### config.mk
export PLATFORM = sky130hd
export DESIGN_NAME = mpmc9_ch_arbiter
export DESIGN_NICKNAME = d
export VERILOG_FILES = /design/src/rtl/mpmc9_ch_arbiter.sv
export SDC_FILE = /design/constraint.sdc
export NUM_CORES = 1
export LEC_CHECK = 0
export CAP_MARGIN = 20
export CORE_MARGIN = 3
export CORE_UTILIZATION = 45
export DETAILED_ROUTE_END_ITERATION = 6
export GPL_TIMING_DRIVEN = 0
export PLACE_DENSITY_LB_ADDON = 0.1
export SLEW_MARGIN = 20
export SYNTH_ARGS = -nofsm -noshare
export SYNTH_HDL_FRONTEND = slang
export SYNTH_SLANG_ARGS = --single-unit
### constraint.sdc
create_clock -name clk -period 5.1 [get_ports clk]
set_input_delay 1.02 -clock clk [delete_from_list [all_inputs] [get_ports clk]]
set_output_delay 1.02 -clock clk [all_outputs]
set_load 0.005 [all_outputs]
### src/rtl/mpmc9_ch_arbiter.sv
// mpmc9 channel arbiter: picks one of eight requesters for the single memory
// port. High-priority class (PRIO_MASK) and age-boosted starved channels are
// served first; ties are broken round-robin from rr_ptr. The grant is held from
// selection until the sequencer reports completion.
module mpmc9_ch_arbiter #(
  parameter int               NCH        = 8,
  parameter logic [7:0]       PRIO_MASK  = 8'h01,
  parameter int               AGE_W      = 4,
  parameter logic [AGE_W-1:0] STARVE_LIM = 4'd12
) (
  input  logic       clk,
  input  logic       rst_n,
  input  logic [7:0] req,
  input  logic [7:0] ch_en,
  input  logic       acc,
  input  logic       done,
  output logic       gnt_vld,
  output logic [7:0] gnt,
  output logic [3:0] ch,
  output logic       busy
);

  localparam logic [1:0] A_IDLE  = 2'd0;
  localparam logic [1:0] A_GRANT = 2'd1;
  localparam logic [1:0] A_BUSY  = 2'd2;

  localparam logic [AGE_W-1:0] AGE_MAX = {AGE_W{1'b1}};
  localparam logic [AGE_W-1:0] AGE_ONE = {{(AGE_W-1){1'b0}}, 1'b1};

  logic [1:0]       state_r;
  logic [2:0]       rr_ptr_r;
  logic [AGE_W-1:0] age_r [NCH];

  logic [7:0] elig_s;
  logic [7:0] starved_s;
  logic [7:0] hi_s;
  logic [7:0] set_s;
  logic       win_found_s;
  logic [2:0] win_idx_s;
  logic       decide_s;

  // Eligible set, starvation flags and the candidate class for this cycle.
  always_comb begin
    elig_s    = req & ch_en;
    starved_s = 8'h00;
    for (int i = 0; i < NCH; i++) begin
      starved_s[i] = (age_r[i] >= STARVE_LIM);
    end
    hi_s  = elig_s & (PRIO_MASK | starved_s);
    set_s = (hi_s != 8'h00) ? hi_s : elig_s;
  end

  // Rotating first-set scan of the candidate set starting at rr_ptr.
  always_comb begin
    win_found_s = 1'b0;
    win_idx_s   = 3'd0;
    for (int k = 0; k < NCH; k++) begin
      if (!win_found_s && set_s[rr_ptr_r + 3'(k)]) begin
        win_found_s = 1'b1;
        win_idx_s   = rr_ptr_r + 3'(k);
      end else begin
        win_found_s = win_found_s;
      end
    end
  end

  // A winner decision is made only in A_IDLE with at least one eligible channel.
  always_comb begin
    if (state_r == A_IDLE) begin
      decide_s = win_found_s;
    end else begin
      decide_s = 1'b0;
    end
  end

  // Grant FSM: select, wait for accept, hold until the transaction completes.
  always_ff @(posedge clk or negedge rst_n) begin
    if (!rst_n) begin
      state_r  <= A_IDLE;
      ch       <= 4'hF;
      gnt      <= 8'h00;
      gnt_vld  <= 1'b0;
      busy     <= 1'b0;
      rr_ptr_r <= 3'd0;
    end else begin
      case (state_r)
        A_IDLE: begin
          if (decide_s) begin
            ch      <= {1'b0, win_idx_s};
            gnt     <= 8'h01 << win_idx_s;
            gnt_vld <= 1'b1;
            state_r <= A_GRANT;
          end else begin
            ch      <= 4'hF;
            gnt     <= 8'h00;
          end
        end
        A_GRANT: begin
          // A done arriving together with acc belongs to no accepted
          // transaction yet, so it is dropped here.
          if (acc) begin
            gnt_vld <= 1'b0;
            busy    <= 1'b1;
            state_r <= A_BUSY;
          end
        end
        A_BUSY: begin
          if (done) begin
            busy     <= 1'b0;
            gnt      <= 8'h00;
            ch       <= 4'hF;
            rr_ptr_r <= ch[2:0] + 3'd1;
            state_r  <= A_IDLE;
          end
        end
        default: begin
          state_r <= A_IDLE;
          ch      <= 4'hF;
          gnt     <= 8'h00;
          gnt_vld <= 1'b0;
          busy    <= 1'b0;
        end
      endcase
    end
  end

  // Per-channel ages: losers that were eligible age (saturating), winner clears.
  always_ff @(posedge clk or negedge rst_n) begin
    if (!rst_n) begin
      for (int i = 0; i < NCH; i++) begin
        age_r[i] <= {AGE_W{1'b0}};
      end
    end else if (decide_s) begin
      for (int i = 0; i < NCH; i++) begin
        if (3'(i) == win_idx_s) begin
          age_r[i] <= {AGE_W{1'b0}};
        end else if (elig_s[i] && (age_r[i] != AGE_MAX)) begin
          age_r[i] <= age_r[i] + AGE_ONE;
        end
      end
    end
  end

endmodule
Yosys cells after proc, flatten, opt, wreduce, memory -nomap -nowiden
Index checks and enable logic that the tools add are counted.
{"block": "word_totals", "register_bits": 47, "output_inout_bits": 14, "word_cells": 174}
{"block": "classes", "addsub": 15, "n_lt_le_gt_ge": 15, "n_eq_ne": 19, "shift": 1, "n_mux": 64, "bitwise": 5, "n_reduce_logical": 42}
{"op": "$mux 4", "n": 16}
{"op": "$lt 3x4->1 const B", "n": 8}
{"op": "$add 4x1->4 const B", "n": 7}
{"op": "$ge 4x4->1 const B", "n": 7}
{"op": "$ne 4x4->1 const B", "n": 7}
{"op": "$bmux 1 s3", "n": 8}
{"op": "$mux 3", "n": 8}
{"op": "$mux 8", "n": 3}
{"op": "$pmux 8 s3", "n": 1}
{"op": "$mux 1", "n": 21}
{"op": "$reduce_and 2->1", "n": 9}
{"op": "$and 8x8->8", "n": 2}
{"op": "$logic_and 1x1->1", "n": 14}
{"op": "$reduce_bool 2->1", "n": 7}
{"op": "$add 3x3->3 const B", "n": 4}
{"op": "$eq 3x3->1 const A", "n": 4}
{"op": "$pmux 4 s3", "n": 1}
{"op": "$reduce_and 3->1", "n": 3}
{"op": "$reduce_bool 8->1", "n": 1}
{"op": "$shl 1x3->8 const A", "n": 1}
{"op": "$logic_not 1->1", "n": 7}
{"op": "$add 3x1->3 const B", "n": 2}
{"op": "$add 3x2->3 const B", "n": 2}
{"op": "$eq 2x3->1 const A", "n": 2}
{"op": "9 further kinds", "n": 16}

Depth between registers and ports, before layout
{"block": "logic_depth", "depth_word": 31, "mapped_depth": 15}

Least setup slack after synthesis
OpenSTA, ideal clock, no wires.
{"block": "synth_path", "kind": "input-to-reg", "from": "in req[7]", "to": "reg age_r[16] (netlist name)", "setup_ns": 0.131, "t_arrival_ns": 3.737, "setup_slack_ns": 1.232, "stages": 13, "n_path_buf": 2, "path_cell_list": "and4_4 -> buf_6 -> or4_4 -> buf_6 -> o21ai_2 -> mux4_2 -> mux2i_1 -> or3_1 -> a311oi_2 -> a22oi_4 -> a21o_4 -> nor3_4 -> o22ai_1"}
{"block": "synth_between", "elab_chain_cells": 31, "word_cells_on_any_way": 55}
{"item": "start: declaration", "line_no": "13", "rtl": "input logic [7:0] req,"}
{"item": "$and 8x8->8 (*)", "line_no": "44", "rtl": "elig_s = req & ch_en;"}
{"item": "$and 8x8->8", "line_no": "49", "rtl": "hi_s = elig_s & (PRIO_MASK | starved_s);"}
{"item": "$reduce_bool 8->1", "line_no": "50", "rtl": "set_s = (hi_s != 8'h00) ? hi_s : elig_s;"}
{"item": "$mux 8 (*)", "line_no": "50"}
{"item": "$bmux 1 s3", "line_no": "58", "rtl": "if (!win_found_s && set_s[rr_ptr_r + 3'(k)]) begin"}
{"item": "$mux 1 (implied by the code)", "line_no": "58"}
{"item": "$mux 1", "line_no": "58"}
{"item": "$logic_not 1->1", "line_no": "58"}
{"item": "[15 not listed]"}
{"item": "$logic_and 1x1->1", "line_no": "58"}
{"item": "$mux 1", "line_no": "58"}
{"item": "$logic_not 1->1", "line_no": "58"}
{"item": "$logic_and 1x1->1", "line_no": "58"}
{"item": "$mux 3", "line_no": "58"}
{"item": "$eq 2x3->1", "line_no": "135", "rtl": "if (3'(i) == win_idx_s) begin"}
{"item": "$reduce_bool 2->1 (no source line)"}
{"item": "$reduce_and 2->1 (no source line)"}
{"item": "end signal: indexed assignment", "line_no": "131", "rtl": "age_r[i] <= {AGE_W{1'b0}};"}
{"item": "end signal: indexed assignment", "line_no": "136", "rtl": "age_r[i] <= {AGE_W{1'b0}};"}
{"item": "end signal: indexed assignment", "line_no": "138", "rtl": "age_r[i] <= age_r[i] + AGE_ONE;"}
{"item": "end: declaration", "line_no": "32", "rtl": "logic [AGE_W-1:0] age_r [NCH];"}
Mark *: on every way between the ends. The rest lies on a longest branch, timed or not. The select of a mux whose other input is x is not followed.
A chain may end at the register's enable or synchronous reset.

Worst setup path in the final report
{"block": "layout_path", "from": "in req[1]", "to": "reg age_r[9] (netlist name)"}
{"block": "layout_between", "elab_chain_cells": 31, "word_cells_on_any_way": 55}
{"item": "$and 8x8->8 (*)", "line_no": "44"}
{"item": "$and 8x8->8", "line_no": "49"}
{"item": "$reduce_bool 8->1", "line_no": "50"}
{"item": "$mux 8 (*)", "line_no": "50"}
{"item": "$bmux 1 s3", "line_no": "58"}
{"item": "$mux 1 (implied by the code)", "line_no": "58"}
{"item": "$mux 1", "line_no": "58"}
{"item": "$logic_not 1->1", "line_no": "58"}
{"item": "[15 not listed]"}
{"item": "$logic_and 1x1->1", "line_no": "58"}
{"item": "$mux 1", "line_no": "58"}
{"item": "$logic_not 1->1", "line_no": "58"}
{"item": "$logic_and 1x1->1", "line_no": "58"}
{"item": "$mux 3", "line_no": "58"}
{"item": "$eq 3x3->1", "line_no": "135"}
{"item": "$reduce_bool 2->1 (no source line)"}
{"item": "$reduce_and 2->1 (no source line)"}
Marks and branches as above.

==> run summary <==
Reg2reg start - rr_ptr_r[0]
Die Ht - 100 um
Pleak - 1.89 nW
Mapped Nets - 478
Final Setup Violations - 0
Slew headroom - 57.4%
Layout Area Growth over Synthesis - 15.1%
Share of layout cells above drive strength 1 - 16.5%
Number of buffers on the longest clock path - 2
Initial DRT Pass Iterations - 5
I/O Pins - 34
Met3 track demand over resource - 3.68%
CP Launch Point - req[1]
RSZ-0062 raised after global routing - false
Remaining DRCs - 0
Max_cap viols - 0
Setup CP Type - input pin to register
Crit end category - register
Global routing usage on met2 - 36.4%
First-pass GRT wire length - 18400 um
Top post-synthesis cells by area - dfrtp_1 27%, nor2_1 4.1%, nand2_1 3.6%
Final Cycle Share - 96.1%
CTS Buf Count - 5
Met1 Usage GRT - 32.0%
Yosys cell types - 93
Async SR Flop Fraction - 100%
Largest area contributor in the netlist - dfrtp_1
GPL Wtd Cong - 0.943
Die area - 10100 um^2
Fill cell count - 797
Share of the synthesized area in the top cell type - 26.8%
Routed Antenna Nets - 0
Final Routed Wirelength - 11300 um
Drt wl/cell - 19.0 um
Clk Latency, worst-skew pair - 0.30 ns
Root buf cell - clkbuf_8
Hold Fails Final Rpt - 0
Seq/Total Area, Yosys - 29.4%
Fin cells - 595
Worst min-delay path startpoint - gnt[5]
GRT Residual Overflow - 0
P per Cell Area - 687 nW/um^2
Run status - finished, final reports clean
Fin. max-slew vios - 0
Cell area after synthesis - 4010 um^2
EDFF count, synth - 0
Rows - 33
GR peak layer - met2
Arr. time, crit path - 5.07 ns
Crit path max fanout - 10
Hold slack - 0.490 ns
Total Neg Setup Slack - 0 ns
H-tree depth - 2
Pin count of the biggest net entering global routing - 27
DIE WIDTH - 100 um
Crit path required time - 5.27 ns
Multi-input gate area - 2670 um^2
Post-Synthesis Cells - 448
Final min period - 4.90 ns
Starting DRT DRC Count - 250
Antenna diodes - 0
Clock skew - 0.00494 ns
Initial antenna violation count - 0
Vias - 3857
Pre-CTS setup slack - -0.129 ns
DP Area - 4500 um^2
Final instance area - 4620 um^2
Hold_buf cts - 0
PnR worst setup slack - 0.200 ns
Seq. cell area - 1180 um^2
Placed instance count - 587
Worst-path clk slew - 0.09 ns
Startpoint Class - input pin
Fmax achieved - 204 MHz
Synthesized area per cell - 8.96 um^2
Clock sink total - 47
Worst slew pin tran - 0.639 ns
Worst Hold Class - register to register
Drt via density - 6.48
Util after Layout - 54.8%
Port-buffer cells - 33
Vias in the first global route - 3625
Worst vdd ir - 0.326 mV
Gr usage total - 22.9%
Post-synth top cells - 44 x nor2_1, 43 x dfrtp_1, 38 x nand2_1
CTS tree - done
NumNets Final - 519
Count leader, synth - nor2_1
Starting Density - 47.7%
DP HPWL - 8650 um
Synth Flop Type - dfrtp_1
YS warnings - 0
FF+latch count, synth - 47
Total power - 3.17 mW
Core area - 8420 um^2
-- placed cells by master, fill, tap and decap left out, types with 10 or more instances in the layout --
master	netlist	layout
nor2_1	44	44
dfrtp_1	43	43
nand2_1	38	38
clkdlybuf4s50_1	0	32
o21ai_0	23	23
a21oi_1	19	19
nor3_1	14	14
nand3_1	13	13
a21o_1	12	12
a211oi_1	11	11
nand4_1	10	10
xor2_1	10	10
ha_1	10	10
-- per-layer routing --
layer / vias up / routed length (um)
met2: 152 / 5190
met4: 0 / 303
li1: 1828 / -
met3: 30 / 652
met5: - / 0
met1: 1847 / 5180
-- state kept, by name (all words and copies together) (netlist names) --
name      count
gnt_vld       1
gnt           8
busy          1
age_r        28
rr_ptr_r      3
ch            4
state_r       2
-- path summary, 6_finish.rpt --
| kind | cells after the start | slack (ns) | to |
|---|---|---|---|
| min in group asynchronous | 1 | 0.73 | busy |
| min reg2reg | 1 | 0.49 | gnt[5] |
| max in group asynchronous | 2 | 3.76 | ch[1] |
| max | 14 | 0.20 | age_r[9] |
| min | 1 | 0.49 | gnt[5] |
| max reg2reg | 14 | 0.35 | age_r[24] |
-- worst max-delay path, stage by stage --
cell and delay [ns]:
clkdlybuf4s50_1 0.49, and4_1 0.22, buf_2 0.16, nor4_1 0.59
buf_4 0.28, a21oi_1 0.15, mux2_2 0.32, a211o_1 0.39
o221ai_2 0.18, nor2_2 0.14, a22oi_1 0.40, nor2_2 0.19
nor3_2 0.43, nor2_1 0.10
-- report_power, final --
| group | switching, mW | leakage, nW | internal, mW |
|---|---|---|---|
| Combinational | 1.40 | 1.24 | 0.853 |
| Sequential | 0.133 | 0.597 | 0.516 |
| Clock | 0.130 | 0.0514 | 0.146 |
-- cell type report --
class | instances | share of cell area, %
Timing Repair Buffer | 34 | 7.64
Sequential cell | 47 | 25.6
Buffer | 21 | 2.79
Multi-Input combinational cell | 369 | 57.9
Clock inverter | 2 | 0.813
Clock buffer | 6 | 1.57
Tap cell | 105 | 2.84
Inverter | 11 | 0.894
-- what timing repair did --
| item | CTS | global route |
|---|---|---|
| setup endpoints to repair | 0 | 8 |
| setup buffers | 0 | 0 |
| gates resized for setup | 0 | 1 |
| endpoints found under the hold margin | 0 | 0 |
-- kinds of logic (layout without fill, tap and decap cells) --
logic type,Yosys count,in the layout,synth area share (%)
simple gates,184,184,26.1
compound gates,149,149,30.3
flops,47,47,29.4
buf+inv,32,74,4.24
xor+xnor,14,14,3.05
mux,12,12,3.74
fa+ha+maj,10,10,3.12
Power figures use the tool's default switching activity.
